==> config.mk <==
export PLATFORM = sky130hd
export DESIGN_NAME = ov5640_ddr_r_en_flat
export DESIGN_NICKNAME = d
export VERILOG_FILES = /design/src/rtl/ov5640_ddr_r_en_if.sv /design/src/rtl/ov5640_ddr_r_en.sv /design/src/flat_wrapper.sv
export SDC_FILE = /design/constraint.sdc
export NUM_CORES = 1
export LEC_CHECK = 0
export BUFFER_PORTS_ARGS = -buffer_cell sky130_fd_sc_hd__buf_2
export CORE_MARGIN = 2
export CORE_UTILIZATION = 25
export CTS_CLUSTER_DIAMETER = 80
export DETAILED_ROUTE_END_ITERATION = 10
export SLEW_MARGIN = 40
export SYNTH_ARGS = -nofsm -noshare
export SYNTH_HDL_FRONTEND = slang
export SYNTH_SLANG_ARGS = --single-unit
==> constraint.sdc <==
create_clock -name axi_clk -period 2.1 [get_ports axi_clk]
set_input_delay 0.21 -clock axi_clk [delete_from_list [all_inputs] [get_ports axi_clk]]
set_output_delay 0.21 -clock axi_clk [all_outputs]
set_load 0.01 [all_outputs]
==> src/rtl/ov5640_ddr_r_en_if.sv <==
// ============================================================================
// Module   : ov5640_ddr_r_en_if
// Brief    : Bundles the read-gate control, DDR request and pixel stream signals
// Revision : 1.0
// ============================================================================
`default_nettype none

interface ov5640_ddr_r_en_if #(
    parameter int ADDR_W = 32
);
    logic              axi_rd_en;
    logic              s_wr_vsync;
    logic              rd_req;
    logic [ADDR_W-1:0] rd_addr;
    logic [31:0]       rd_len;
    logic              rd_req_ack;
    logic [23:0]       s_data;
    logic              s_data_valid;
    logic              s_data_ready;
    logic [23:0]       m_data;
    logic              m_data_valid;
    logic              m_data_ready;
    logic              m_hsync;
    logic              m_vsync;
    logic              m_frame_done;
    logic              m_overrun;

    // The gate itself.
    modport master (
        input  axi_rd_en, s_wr_vsync, rd_req_ack, s_data, s_data_valid, m_data_ready,
        output rd_req, rd_addr, rd_len, s_data_ready, m_data, m_data_valid,
        output m_hsync, m_vsync, m_frame_done, m_overrun
    );

    // Everything around the gate: write path, DDR read master, FIFO, sink.
    modport slave (
        output axi_rd_en, s_wr_vsync, rd_req_ack, s_data, s_data_valid, m_data_ready,
        input  rd_req, rd_addr, rd_len, s_data_ready, m_data, m_data_valid,
        input  m_hsync, m_vsync, m_frame_done, m_overrun
    );
endinterface

`default_nettype wire

==> src/rtl/ov5640_ddr_r_en.sv <==
// ============================================================================
// Module   : ov5640_ddr_r_en
// Brief    : Frame-gated DDR read: one whole-frame request per trigger, then
//            exactly one frame of pixels with line/frame markers.
//            Optional macro OV5640_RD_PINGPONG_EN alternates BUF0/BUF1 frames.
// Revision : 1.0
// ============================================================================
`default_nettype none

module ov5640_ddr_r_en #(
    parameter int                H_ACTIVE      = 1280,
    parameter int                V_ACTIVE      = 720,
    parameter int                ADDR_W        = 32,
    parameter int                BYTES_PER_PIX = 4,
    parameter logic [ADDR_W-1:0] BUF0_ADDR     = ADDR_W'(32'h0000_0000),
    parameter logic [ADDR_W-1:0] BUF1_ADDR     = ADDR_W'(32'h0040_0000)
) (
    input  wire logic           axi_clk,
    input  wire logic           axi_rst,
    ov5640_ddr_r_en_if.master   bus
);

    localparam int          X_W      = (H_ACTIVE > 1) ? $clog2(H_ACTIVE) : 1;
    localparam int          Y_W      = (V_ACTIVE > 1) ? $clog2(V_ACTIVE) : 1;
    localparam logic [X_W-1:0] c_X_LAST = X_W'(H_ACTIVE - 1);
    localparam logic [Y_W-1:0] c_Y_LAST = Y_W'(V_ACTIVE - 1);
    localparam logic [31:0] c_RD_LEN = 32'(H_ACTIVE * V_ACTIVE * BYTES_PER_PIX);

    typedef enum logic [1:0] {
        S_IDLE = 2'd0,
        S_REQ  = 2'd1,
        S_DATA = 2'd2,
        S_DONE = 2'd3
    } state_t;

    state_t         r_state;
    logic           r_rd_req;
    logic           r_frame_done;
    logic           r_overrun;
    logic [X_W-1:0] r_x;
    logic [Y_W-1:0] r_y;

    logic           w_in_data;
    logic           w_xfer;
    logic           w_x_last;
    logic           w_y_last;
    logic           w_busy;

    assign w_in_data = (r_state == S_DATA);
    assign w_xfer    = w_in_data & bus.s_data_valid & bus.m_data_ready;
    assign w_x_last  = (r_x == c_X_LAST);
    assign w_y_last  = (r_y == c_Y_LAST);
    assign w_busy    = (r_state == S_REQ) | (r_state == S_DATA);

    always_ff @(posedge axi_clk) begin
        if (axi_rst) begin
            r_state      <= S_IDLE;
            r_rd_req     <= 1'b0;
            r_frame_done <= 1'b0;
            r_overrun    <= 1'b0;
            r_x          <= '0;
            r_y          <= '0;
        end else begin
            r_frame_done <= 1'b0;
            // A trigger while a frame is outstanding is dropped but remembered.
            if (bus.s_wr_vsync && w_busy) begin
                r_overrun <= 1'b1;
            end

            case (r_state)
                S_IDLE, S_DONE: begin
                    if (bus.s_wr_vsync && bus.axi_rd_en) begin
                        r_state  <= S_REQ;
                        r_rd_req <= 1'b1;
                    end else begin
                        r_state  <= S_IDLE;
                    end
                end
                S_REQ: begin
                    if (bus.rd_req_ack) begin
                        r_state  <= S_DATA;
                        r_rd_req <= 1'b0;
                    end
                end
                S_DATA: begin
                    if (w_xfer) begin
                        if (w_x_last) begin
                            r_x <= '0;
                            if (w_y_last) begin
                                r_y          <= '0;
                                r_state      <= S_DONE;
                                r_frame_done <= 1'b1;
                            end else begin
                                r_y <= r_y + Y_W'(1);
                            end
                        end else begin
                            r_x <= r_x + X_W'(1);
                        end
                    end
                end
                default: begin
                    r_state  <= S_IDLE;
                    r_rd_req <= 1'b0;
                end
            endcase
        end
    end

`ifdef OV5640_RD_PINGPONG_EN
    logic r_buf_idx;

    // The index flips once per completed frame, so the next request reads the other buffer.
    always_ff @(posedge axi_clk) begin
        if (axi_rst) begin
            r_buf_idx <= 1'b0;
        end else if (r_state == S_DONE) begin
            r_buf_idx <= ~r_buf_idx;
        end
    end

    assign bus.rd_addr = r_buf_idx ? BUF1_ADDR : BUF0_ADDR;
`else
    assign bus.rd_addr = BUF0_ADDR;
`endif

    assign bus.rd_req       = r_rd_req;
    assign bus.rd_len       = c_RD_LEN;
    assign bus.m_frame_done = r_frame_done;
    assign bus.m_overrun    = r_overrun;

    // Zero-latency pass-through, only open while a frame is being passed.
    assign bus.m_data       = bus.s_data;
    assign bus.m_data_valid = w_in_data & bus.s_data_valid;
    assign bus.s_data_ready = w_in_data & bus.m_data_ready;
    assign bus.m_vsync      = bus.m_data_valid & (r_x == '0) & (r_y == '0);
    assign bus.m_hsync      = bus.m_data_valid & w_x_last;

endmodule

`default_nettype wire

==> src/flat_wrapper.sv <==
// flat-port wrapper written by rule: the top's interface ports become plain ports
module ov5640_ddr_r_en_flat 
#(
    parameter int                H_ACTIVE      = 1280,
    parameter int                V_ACTIVE      = 720,
    parameter int                ADDR_W        = 32,
    parameter int                BYTES_PER_PIX = 4,
    parameter logic [ADDR_W-1:0] BUF0_ADDR     = ADDR_W'(32'h0000_0000),
    parameter logic [ADDR_W-1:0] BUF1_ADDR     = ADDR_W'(32'h0040_0000)
)
  (axi_clk, axi_rst, bus_axi_rd_en, bus_s_wr_vsync, bus_rd_req_ack, bus_s_data, bus_s_data_valid, bus_m_data_ready, bus_rd_req, bus_rd_addr, bus_rd_len, bus_s_data_ready, bus_m_data, bus_m_data_valid, bus_m_hsync, bus_m_vsync, bus_m_frame_done, bus_m_overrun);
  ov5640_ddr_r_en_if #(.ADDR_W(ADDR_W)) bus_i ();
  input  wire logic axi_clk;
  input  wire logic axi_rst;
  input wire logic [$bits(bus_i.axi_rd_en)-1:0] bus_axi_rd_en;
  input wire logic [$bits(bus_i.s_wr_vsync)-1:0] bus_s_wr_vsync;
  input wire logic [$bits(bus_i.rd_req_ack)-1:0] bus_rd_req_ack;
  input wire logic [$bits(bus_i.s_data)-1:0] bus_s_data;
  input wire logic [$bits(bus_i.s_data_valid)-1:0] bus_s_data_valid;
  input wire logic [$bits(bus_i.m_data_ready)-1:0] bus_m_data_ready;
  output wire logic [$bits(bus_i.rd_req)-1:0] bus_rd_req;
  output wire logic [$bits(bus_i.rd_addr)-1:0] bus_rd_addr;
  output wire logic [$bits(bus_i.rd_len)-1:0] bus_rd_len;
  output wire logic [$bits(bus_i.s_data_ready)-1:0] bus_s_data_ready;
  output wire logic [$bits(bus_i.m_data)-1:0] bus_m_data;
  output wire logic [$bits(bus_i.m_data_valid)-1:0] bus_m_data_valid;
  output wire logic [$bits(bus_i.m_hsync)-1:0] bus_m_hsync;
  output wire logic [$bits(bus_i.m_vsync)-1:0] bus_m_vsync;
  output wire logic [$bits(bus_i.m_frame_done)-1:0] bus_m_frame_done;
  output wire logic [$bits(bus_i.m_overrun)-1:0] bus_m_overrun;
  assign bus_i.axi_rd_en = bus_axi_rd_en;
  assign bus_i.s_wr_vsync = bus_s_wr_vsync;
  assign bus_i.rd_req_ack = bus_rd_req_ack;
  assign bus_i.s_data = bus_s_data;
  assign bus_i.s_data_valid = bus_s_data_valid;
  assign bus_i.m_data_ready = bus_m_data_ready;
  assign bus_rd_req = bus_i.rd_req;
  assign bus_rd_addr = bus_i.rd_addr;
  assign bus_rd_len = bus_i.rd_len;
  assign bus_s_data_ready = bus_i.s_data_ready;
  assign bus_m_data = bus_i.m_data;
  assign bus_m_data_valid = bus_i.m_data_valid;
  assign bus_m_hsync = bus_i.m_hsync;
  assign bus_m_vsync = bus_i.m_vsync;
  assign bus_m_frame_done = bus_i.m_frame_done;
  assign bus_m_overrun = bus_i.m_overrun;
  ov5640_ddr_r_en #(.H_ACTIVE(H_ACTIVE), .V_ACTIVE(V_ACTIVE), .ADDR_W(ADDR_W), .BYTES_PER_PIX(BYTES_PER_PIX), .BUF0_ADDR(BUF0_ADDR), .BUF1_ADDR(BUF1_ADDR)) u_core (.axi_clk(axi_clk), .axi_rst(axi_rst), .bus(bus_i));
endmodule
==> results.ini, run 1 <==
[finish]
area_growth_pct = -3.288
final_common_cell = conb_1
utilization_pct = 25.11
fillers = 849
antenna_cells = 0
fin_area_um2 = 1951
fin_nets = 293
final_cell_mix = conb_1, dfxtp_1, a21oi_1
drive_gt1_share_pct = 14.51

[global_routing]
grt_max_degree = 15
groute.usage.overall_pct = 7.555
grt.overflow.total = 0
grt_pass1_vias = 1217
antenna_found_initial = 0
grt_pass1_wl_mm = 5.547

[power_and_ir_drop]
p_per_area_nw_per_um2 = 628.0
p_leak_nw = 0.8191
finalPower_mw = 1.225
pwr-share-comb_pct = 28.1
ir_worst_vdd_mv = 0.4880
p_clk_share_pct = 26.6
p_int_mw = 0.8285
p_seq_share_pct = 45.3
p_switching_mw = 0.3966
swShare_pct = 32.37

[clock_tree]
clk_pin_slew_ns = 0.09
clkLatencyLatePin_ns = 0.27
numCtsBuffers = 3
postCtsHoldBufs = 0
cts_tree = yes
htreeDepth = 1
cts.path.max_buffers = 2
cts_sinks = 26
cts-root-buf = clkbuf_8

[worst_hold_path]
min_to = u_core.bus.m_overrun
min_path_cells = 3
min_path_type = in -> reg
hp-start = bus_s_wr_vsync

[worst_setup_path]
crit_buf_inv = 1
critPathMaxStageDelay_ns = 0.55
start_kind = flop
rr_worst_depth = 6
arrival_ns = 2.19
r2r-end = u_core.r_y[6]
slowest_stage = or4_4
cp.required_ns = 2.30
r2r_setup_slack_ns = 0.12
cp_max_fo = 6
path_cells = inv_1 > ha_2 > nand3_2 > or4_4 > or4_1 > a21oi_1
critPathCaptureType = flop
r2r_start = u_core.r_state[0]
path_delay_family = simple AND/OR/NAND/NOR gates
critical_path_depth = 6
path_class = reg -> reg

[die]
fp-row-count = 32
die_area_um2 = 8802
pin_count = 126
die_x_um = 93.82
dieHeight_um = 93.82
start_util_pct = 25.97
coreArea_um2 = 7767

[timing]
period_share_pct = 94.46
hold_viol = 0
fmax_mhz = 504.1
hold_ws_ns = 0.2179
layout_setup_ws_ns = 0.1163
maxSlewViolCount = 0
rsz0062_at_grt = false
layout_min_cycle_time_ns = 1.984
clock_skew_ns = 0.006442
setup_viol = 0

[logic_synthesis]
synth_ff_type = dfxtp_1
syn_inst = 255
syn-cell-area_um2 = 2017
yosysSeqAreaShare_pct = 25.81
ys_warn_count = 0
synth_cell_types = 33
synth-seq-cells = 26
avgSynthCellArea_um2 = 7.910
synth-edff-count = 0
async_reset_ff_share_pct = 0

[routing]
via_per_inst = 4.098
drt_wl_total_mm = 3.508
drc = 0
vias = 1463
ant_nets = 0
drtPass1Iterations = 4
wl_per_cell_um = 9.826
drt_iter0_drc = 86

[place]
dp_slack_ns = -0.001037
port_buffers = 13
place_congestion = 0.8365
hpwl_mm = 2.610
dpl-instance-area_um2 = 1856

[flow_run]
maxCapViolCount = 0

[run_status]
status = completed

-- cells in the mapped netlist (3+ instances only) --
library cell	number	area [um^2]
dfxtp_1	26	520.5
nor4_1	5	31.28
o31ai_1	5	37.54
nand3_1	9	45.04
a21oi_1	17	85.08
clkbuf_1	3	11.26
or4_1	7	52.55
nand4_1	6	37.54
or3_1	5	31.28
nor2_1	15	56.30
buf_4	88	660.6
ha_1	6	75.07
a211oi_1	4	30.03
nor3_1	6	30.03
xnor2_1	4	35.03
and3_1	6	37.54
o21ai_0	4	20.02
nand2_1	12	45.04
xor2_1	4	35.03
inv_1	9	33.78
-- metal layers --
| metal | vias up | track usage [%] | share of wire, % |
|---|---|---|---|
| met4 | 0 | 1.570 | 0.74 |
| met2 | 68 | 13.04 | 46 |
| met1 | 662 | 9.286 | 46 |
| li1 | 729 | - | - |
| met3 | 4 | 2.247 | 7.7 |
| met5 | - | 0 | 0 |
-- worst min-delay path, delay by kind of cell --
kind | cells | cell delay [ns]
AO/OA/AOI/OAI | 1 | 0.06
buffers and inverters | 1 | 0.11
AND/OR/NAND/NOR | 1 | 0.07
-- area by class of cell --
class,instances,area [um^2],share of cell area (%)
multi-input cells,191,1057,54.20
flip-flops and latches,26,521.8,26.75
repair buffers,25,155.1,7.954
well taps,102,127.6,6.543
clock buffers,4,55.05,2.822
inverters,9,33.78,1.732
-- registers in the layout, summed over array words and instances (netlist names) --
| register | flops |
|---|---|
| u_core.r_x | 11 |
| u_core.r_y | 10 |
| u_core.r_state | 2 |
| u_core.bus.m_overrun | 1 |
| u_core.bus.rd_req | 1 |
| u_core.bus.m_frame_done | 1 |
-- worst max-delay path by stage --
stage,startpoint,end
after global routing,u_core.r_state[0],u_core.r_y[4]
after floorplan,u_core.r_state[0],u_core.r_y[5]
final,u_core.r_state[0],u_core.r_y[6]
after global placement,u_core.r_x[0],u_core.r_y[6]
after detailed placement,u_core.r_x[0],u_core.r_y[0]
after CTS,u_core.r_x[1],u_core.r_y[6]
-- per-stage QoR --
stage	TNS (ns)	cells
after global placement	0	352
after global routing	0	357
final	0	357
after floorplan	0	317
after CTS	0	356
after detailed placement	-0.001037	352
-- power groups by stage --
stage	logic (mW)	clock network, mW	registers, mW
6_report	0.345	0.326	0.555
5_1_grt	0.401	0.355	0.560
4_1_cts	0.337	0.333	0.553
3_5_place_dp	0.334	0	0.564
3_3_place_gp	0.331	0	0.564
2_1_floorplan	0.376	0	0.566
-- cells by family after synthesis --
family,share of synthesized area (%)
adder cells (fa/ha/maj),3.722
flip-flops,25.81
AND/OR/NAND/NOR,21.03
AO/OA/AOI/OAI,10.36
other,0.3723
buffers and inverters,35.24
XOR/XNOR,3.474
-- timing repair --
item,4_1_cts,5_1_grt
gates resized for setup,1,5
pin swaps,0,1
setup endpoints to repair,7,5
buffers inserted,0,0
gates cloned,0,1
Note: power is estimated with default switching activity, not from simulation.
==> inputs of run 2 (changes only) <==
==> constraint.sdc (replaced) <==
create_clock -name axi_clk -period 2.2 [get_ports axi_clk]
set_input_delay 0.22 -clock axi_clk [delete_from_list [all_inputs] [get_ports axi_clk]]
set_output_delay 0.22 -clock axi_clk [all_outputs]
set_load 0.005 [all_outputs]
==> results.ini, run 2 (synthesis gave the netlist of run 1 again) <==
[global_routing]
grt.overflow.total = 0  ; unchanged
grt_pass1_wl_mm = 5.347  ; -3.6%
antenna_found_initial = 0  ; unchanged
grt_pass1_vias = 1181  ; -3.0%
grt_max_degree = 14  ; -1
groute.usage.overall_pct = 7.272  ; -0.28 points

[place]
dpl-instance-area_um2 = 1856  ; unchanged
dp_cells = 352  ; unchanged
hpwl_mm = 2.628  ; +0.71%
place_congestion = 0.7747  ; -7.4%
port_buffers = 13  ; unchanged

[finish]
area_growth_pct = -5.583
stdcell_count = 355  ; -0.56%
final_common_cell = conb_1
fin_nets = 292  ; -0.34%
drive_gt1_share_pct = 11.86  ; -2.7 points
largest_reg_flops = 11  ; unchanged
fin_area_um2 = 1904  ; -2.4%
fillers = 863  ; +1.6%
antenna_cells = 0  ; unchanged
regMostFlops = u_core.r_x
final_cell_mix = conb_1, dfxtp_1, a21oi_1
largestRegisters = u_core.r_x: 11 flops, u_core.r_y: 10 flops, u_core.r_state: 2 flops

[worst_hold_path]
min_path_type = in -> reg
hp-start = bus_s_wr_vsync

[clock_tree]
post-cts-setup-buffers = 0  ; unchanged
clk_pin_slew_ns = 0.09  ; about the same
cts_sinks = 26  ; unchanged
cts-root-buf = clkbuf_8
clkLatencyLatePin_ns = 0.27  ; about the same
cts_tree = yes
cts.path.max_buffers = 2  ; unchanged
htreeDepth = 1  ; unchanged
numCtsBuffers = 3  ; unchanged

[timing]
hold_viol = 0  ; unchanged
rsz0062_at_grt = false
maxSlewViolCount = 0  ; unchanged
setup_tns_ns = 0  ; unchanged
setup_viol = 0  ; unchanged
clock_skew_ns = 0.004110  ; -0.002333 ns
layout_min_cycle_time_ns = 2.093  ; +0.1090 ns
fmax_mhz = 477.9  ; -5.2%
period_share_pct = 95.12  ; +0.66 points

[worst_setup_path]
arrival_ns = 2.30  ; +0.11 ns
critPathCaptureType = flop
cp-startpoint = u_core.r_x[0]
r2r_start = u_core.r_x[0]
cp_max_fo = 10  ; +4
start_kind = flop
cp.required_ns = 2.41  ; +0.11 ns
path_class = reg -> reg

[power_and_ir_drop]
p_leak_nw = 0.8108  ; -1.0%
p_per_area_nw_per_um2 = 573.8  ; -8.6%
ir_worst_vdd_mv = 0.4748  ; -2.7%

[routing]
drt_wl_total_mm = 3.422  ; -2.5%
ant_nets = 0  ; unchanged
via_per_inst = 4.073  ; -0.61%
drtPass1Iterations = 4  ; unchanged
drc = 0  ; unchanged
drt_iter0_drc = 68  ; -21%
wl_per_cell_um = 9.639  ; -1.9%
vias = 1446  ; -1.2%

[die]
die_x_um = 93.82  ; unchanged
coreArea_um2 = 7767  ; unchanged
pin_count = 126  ; unchanged
fp-row-count = 32  ; unchanged
dieHeight_um = 93.82  ; unchanged
start_util_pct = 25.97  ; unchanged
die_area_um2 = 8802  ; unchanged

[run_status]
status = completed

[flow_run]
maxCapViolCount = 0  ; unchanged

## run 2: power by group
part	internal [mW]	switching, mW
Clock	0.123	0.150
Combinational	0.123	0.169
Sequential	0.504	0.0245
## run 2: area by class of cell
type	instances	area, um^2	share of cell area, %
multi-input combinational	190	1026	53.88
tap	102	127.6	6.702
timing repair buffer	25	155.1	8.147
clock buffer	3	41.29	2.168
inverter	9	33.78	1.774
sequential	26	520.5	27.33
## run 2: metrics by stage
stage	total power, mW	utilization [%]	hold slack [ns]	setup slack [ns]
after floorplan	0.8536	-	0.2993	0.1879
after global placement	0.8204	23.89	0.4400	0.1723
after detailed placement	0.8257	23.89	0.4400	0.1122
after CTS	1.097	24.42	0.2304	0.09419
after global routing	1.161	24.52	0.2755	0.007784
final	1.093	24.52	0.2356	0.1073
## run 2: path summary, 6_finish.rpt
path / to / slack [ns] / depth (start not counted)
worst max-delay path: u_core.r_y[3] / 0.11 / 6
worst min-delay path: u_core.bus.m_overrun / 0.24 / 3
worst max register to register: u_core.r_y[3] / 0.11 / 6
worst min register to register: u_core.r_y[1] / 0.49 / 2
## run 2: what timing repair did
action / 4_1_cts / 5_1_grt
setup endpoints to repair: 0 / 3
resized for setup: 0 / 1
hold buffers: 0 / 0
endpoints found under the hold margin: 0 / 0
## run 2: per-layer routing
layer | share of wire, % | up-vias | global-route usage [%] | wire [um]
li1 | - | 716 | - | -
met1 | 46 | 668 | 9.589 | 1559
met2 | 47 | 60 | 12.08 | 1599
met3 | 7.2 | 2 | 0.9631 | 248
met4 | 0.41 | 0 | 2.657 | 14
met5 | 0 | - | 0 | 0
## run 2: worst max-delay path, cell delays in order (launching register included)
cell and delay [ns]:
dfxtp_1 0.38, ha_1 0.19, nand3_2 0.08, or4_1 0.65
buf_4 0.25, or3_1 0.35, a21oi_1 0.14
==> inputs of run 3 (changes only) <==
Settings changed: BUFFER_PORTS_ARGS -buffer_cell sky130_fd_sc_hd__buf_2 to default, DONT_BUFFER_PORTS from default to 1, RECOVER_POWER from default to 50.
==> results.ini, run 3 (synthesis gave the netlist of run 1 again) <==
[run_status]
status = completed

[finish]
largestRegisters = u_core.r_x: 11 flops, u_core.r_y: 10 flops, u_core.r_state: 2 flops
antenna_cells = 0  ; unchanged
final_common_cell = conb_1
final_cell_mix = conb_1, dfxtp_1, a21oi_1
drive_gt1_share_pct = 7.054  ; -4.8 points
largest_reg_flops = 11  ; unchanged
fin_nets = 279  ; -4.5%
utilization_pct = 24.08  ; -0.43 points
area_growth_pct = -7.258
regMostFlops = u_core.r_x
fillers = 862  ; -0.12%

[timing]
period_share_pct = 91.79  ; -3.3 points
fmax_mhz = 495.2  ; +3.6%
setup_tns_ns = 0  ; unchanged
setup_viol = 0  ; unchanged
layout_min_cycle_time_ns = 2.019  ; -0.07336 ns
clock_skew_ns = 0.004488  ; +0.0003786 ns
rsz0062_at_grt = false
hold_ws_ns = 0.01509  ; -0.2205 ns
hold_viol = 0  ; unchanged
maxSlewViolCount = 0  ; unchanged

[worst_hold_path]
min_path_type = in -> reg

[global_routing]
grt_pass1_vias = 1155  ; -2.2%
grt_pass1_wl_mm = 5.409  ; +1.2%
groute.usage.overall_pct = 7.505  ; +0.23 points
grt_max_degree = 16  ; +2
antenna_found_initial = 0  ; unchanged
grt.overflow.total = 0  ; unchanged

[clock_tree]
cts_tree = yes
cts_sinks = 26  ; unchanged
htreeDepth = 1  ; unchanged
clk_pin_slew_ns = 0.09  ; about the same
clkLatencyLatePin_ns = 0.27  ; about the same
cts-root-buf = clkbuf_8
numCtsBuffers = 3  ; unchanged
post-cts-setup-buffers = 0  ; unchanged
cts.path.max_buffers = 2  ; unchanged

[routing]
wl_per_cell_um = 9.977  ; +3.5%
drtPass1Iterations = 4  ; unchanged
drc = 0  ; unchanged
ant_nets = 0  ; unchanged
via_per_inst = 4.058  ; -0.37%
vias = 1392  ; -3.7%
drt_iter0_drc = 61  ; -10%
drt_wl_total_mm = 3.422  ; unchanged

[worst_setup_path]
cp_max_fo = 12  ; +2
arrival_ns = 2.22  ; -0.08 ns
cp.required_ns = 2.40  ; about the same
start_kind = flop
r2r_setup_slack_ns = 0.18  ; +0.07 ns
path_class = reg -> reg
critPathCaptureType = flop

[die]
dieHeight_um = 93.82  ; unchanged
die_x_um = 93.82  ; unchanged
fp-row-count = 32  ; unchanged
die_area_um2 = 8802  ; unchanged
start_util_pct = 25.97  ; unchanged
pin_count = 126  ; unchanged
coreArea_um2 = 7767  ; unchanged

[power_and_ir_drop]
finalPower_mw = 1.184  ; +8.4%
ir_worst_vdd_mv = 0.4078  ; -14%
p_leak_nw = 0.7623  ; -6.0%
p_per_area_nw_per_um2 = 633.0  ; +10%

[place]
hpwl_mm = 2.537  ; -3.5%
place_congestion = 0.8258  ; +6.6%
port_buffers = 0  ; -13

[flow_run]
maxCapViolCount = 0  ; unchanged

run 3: area by class of cell:
class / count / area [um^2] / area share (%)
well taps: 102 / 127.6 / 6.823
multi-input cells: 190 / 1022 / 54.65
clock inverters: 1 / 30.03 / 1.605
repair buffers: 12 / 95.09 / 5.084
clock buffers: 3 / 41.29 / 2.207
flip-flops and latches: 26 / 520.5 / 27.83
inverters: 9 / 33.78 / 1.806
run 3: worst paths after layout:
| kind | startpoint | to | cells after the start |
|---|---|---|---|
| setup / recovery | u_core.r_x[7] | u_core.r_y[5] | 4 |
| hold / removal | axi_rst | u_core.r_y[1] | 1 |
| setup reg to reg | u_core.r_x[7] | u_core.r_y[5] | 4 |
| hold reg to reg | u_core.r_x[1] | u_core.r_x[1] | 2 |
run 3: critical path: stages, from the launching register on:
cell       delay [ns]
dfxtp_1          0.45
nand4bb_1        0.19
or4_4            0.65
or4_1            0.52
a21oi_1          0.15
run 3: repair_timing:
item,CTS,global route
hold buffers,1,1
setup endpoints to repair,0,9
endpoints found under the hold margin,2,2
gates resized for setup,0,1
run 3: where the power goes:
group,internal [mW],total (mW),switching (mW)
Clock,0.243,0.393,0.150
Combinational,0.103,0.258,0.154
Sequential,0.504,0.533,0.0291
Total,0.850,1.18,0.334
run 3: metrics by stage:
| step | worst slack (ns) | area, um^2 | cells |
|---|---|---|---|
| floorplan | 0.1879 | 2250 | 317 |
| global placement | 0.1455 | 1775 | 337 |
| detailed placement | 0.08294 | 1775 | 337 |
| CTS | 0.07338 | 1857 | 342 |
| global route | 0.05755 | 1871 | 343 |
| finish | 0.1807 | 1871 | 343 |
run 3: routing by layer:
layer	up-vias	part of all wire (%)	GRT usage (%)
met3	2	7.5	1.284
met1	636	47	10.07
li1	696	-	-
met5	-	0	0
met4	0	0.64	3.019
met2	58	45	11.90
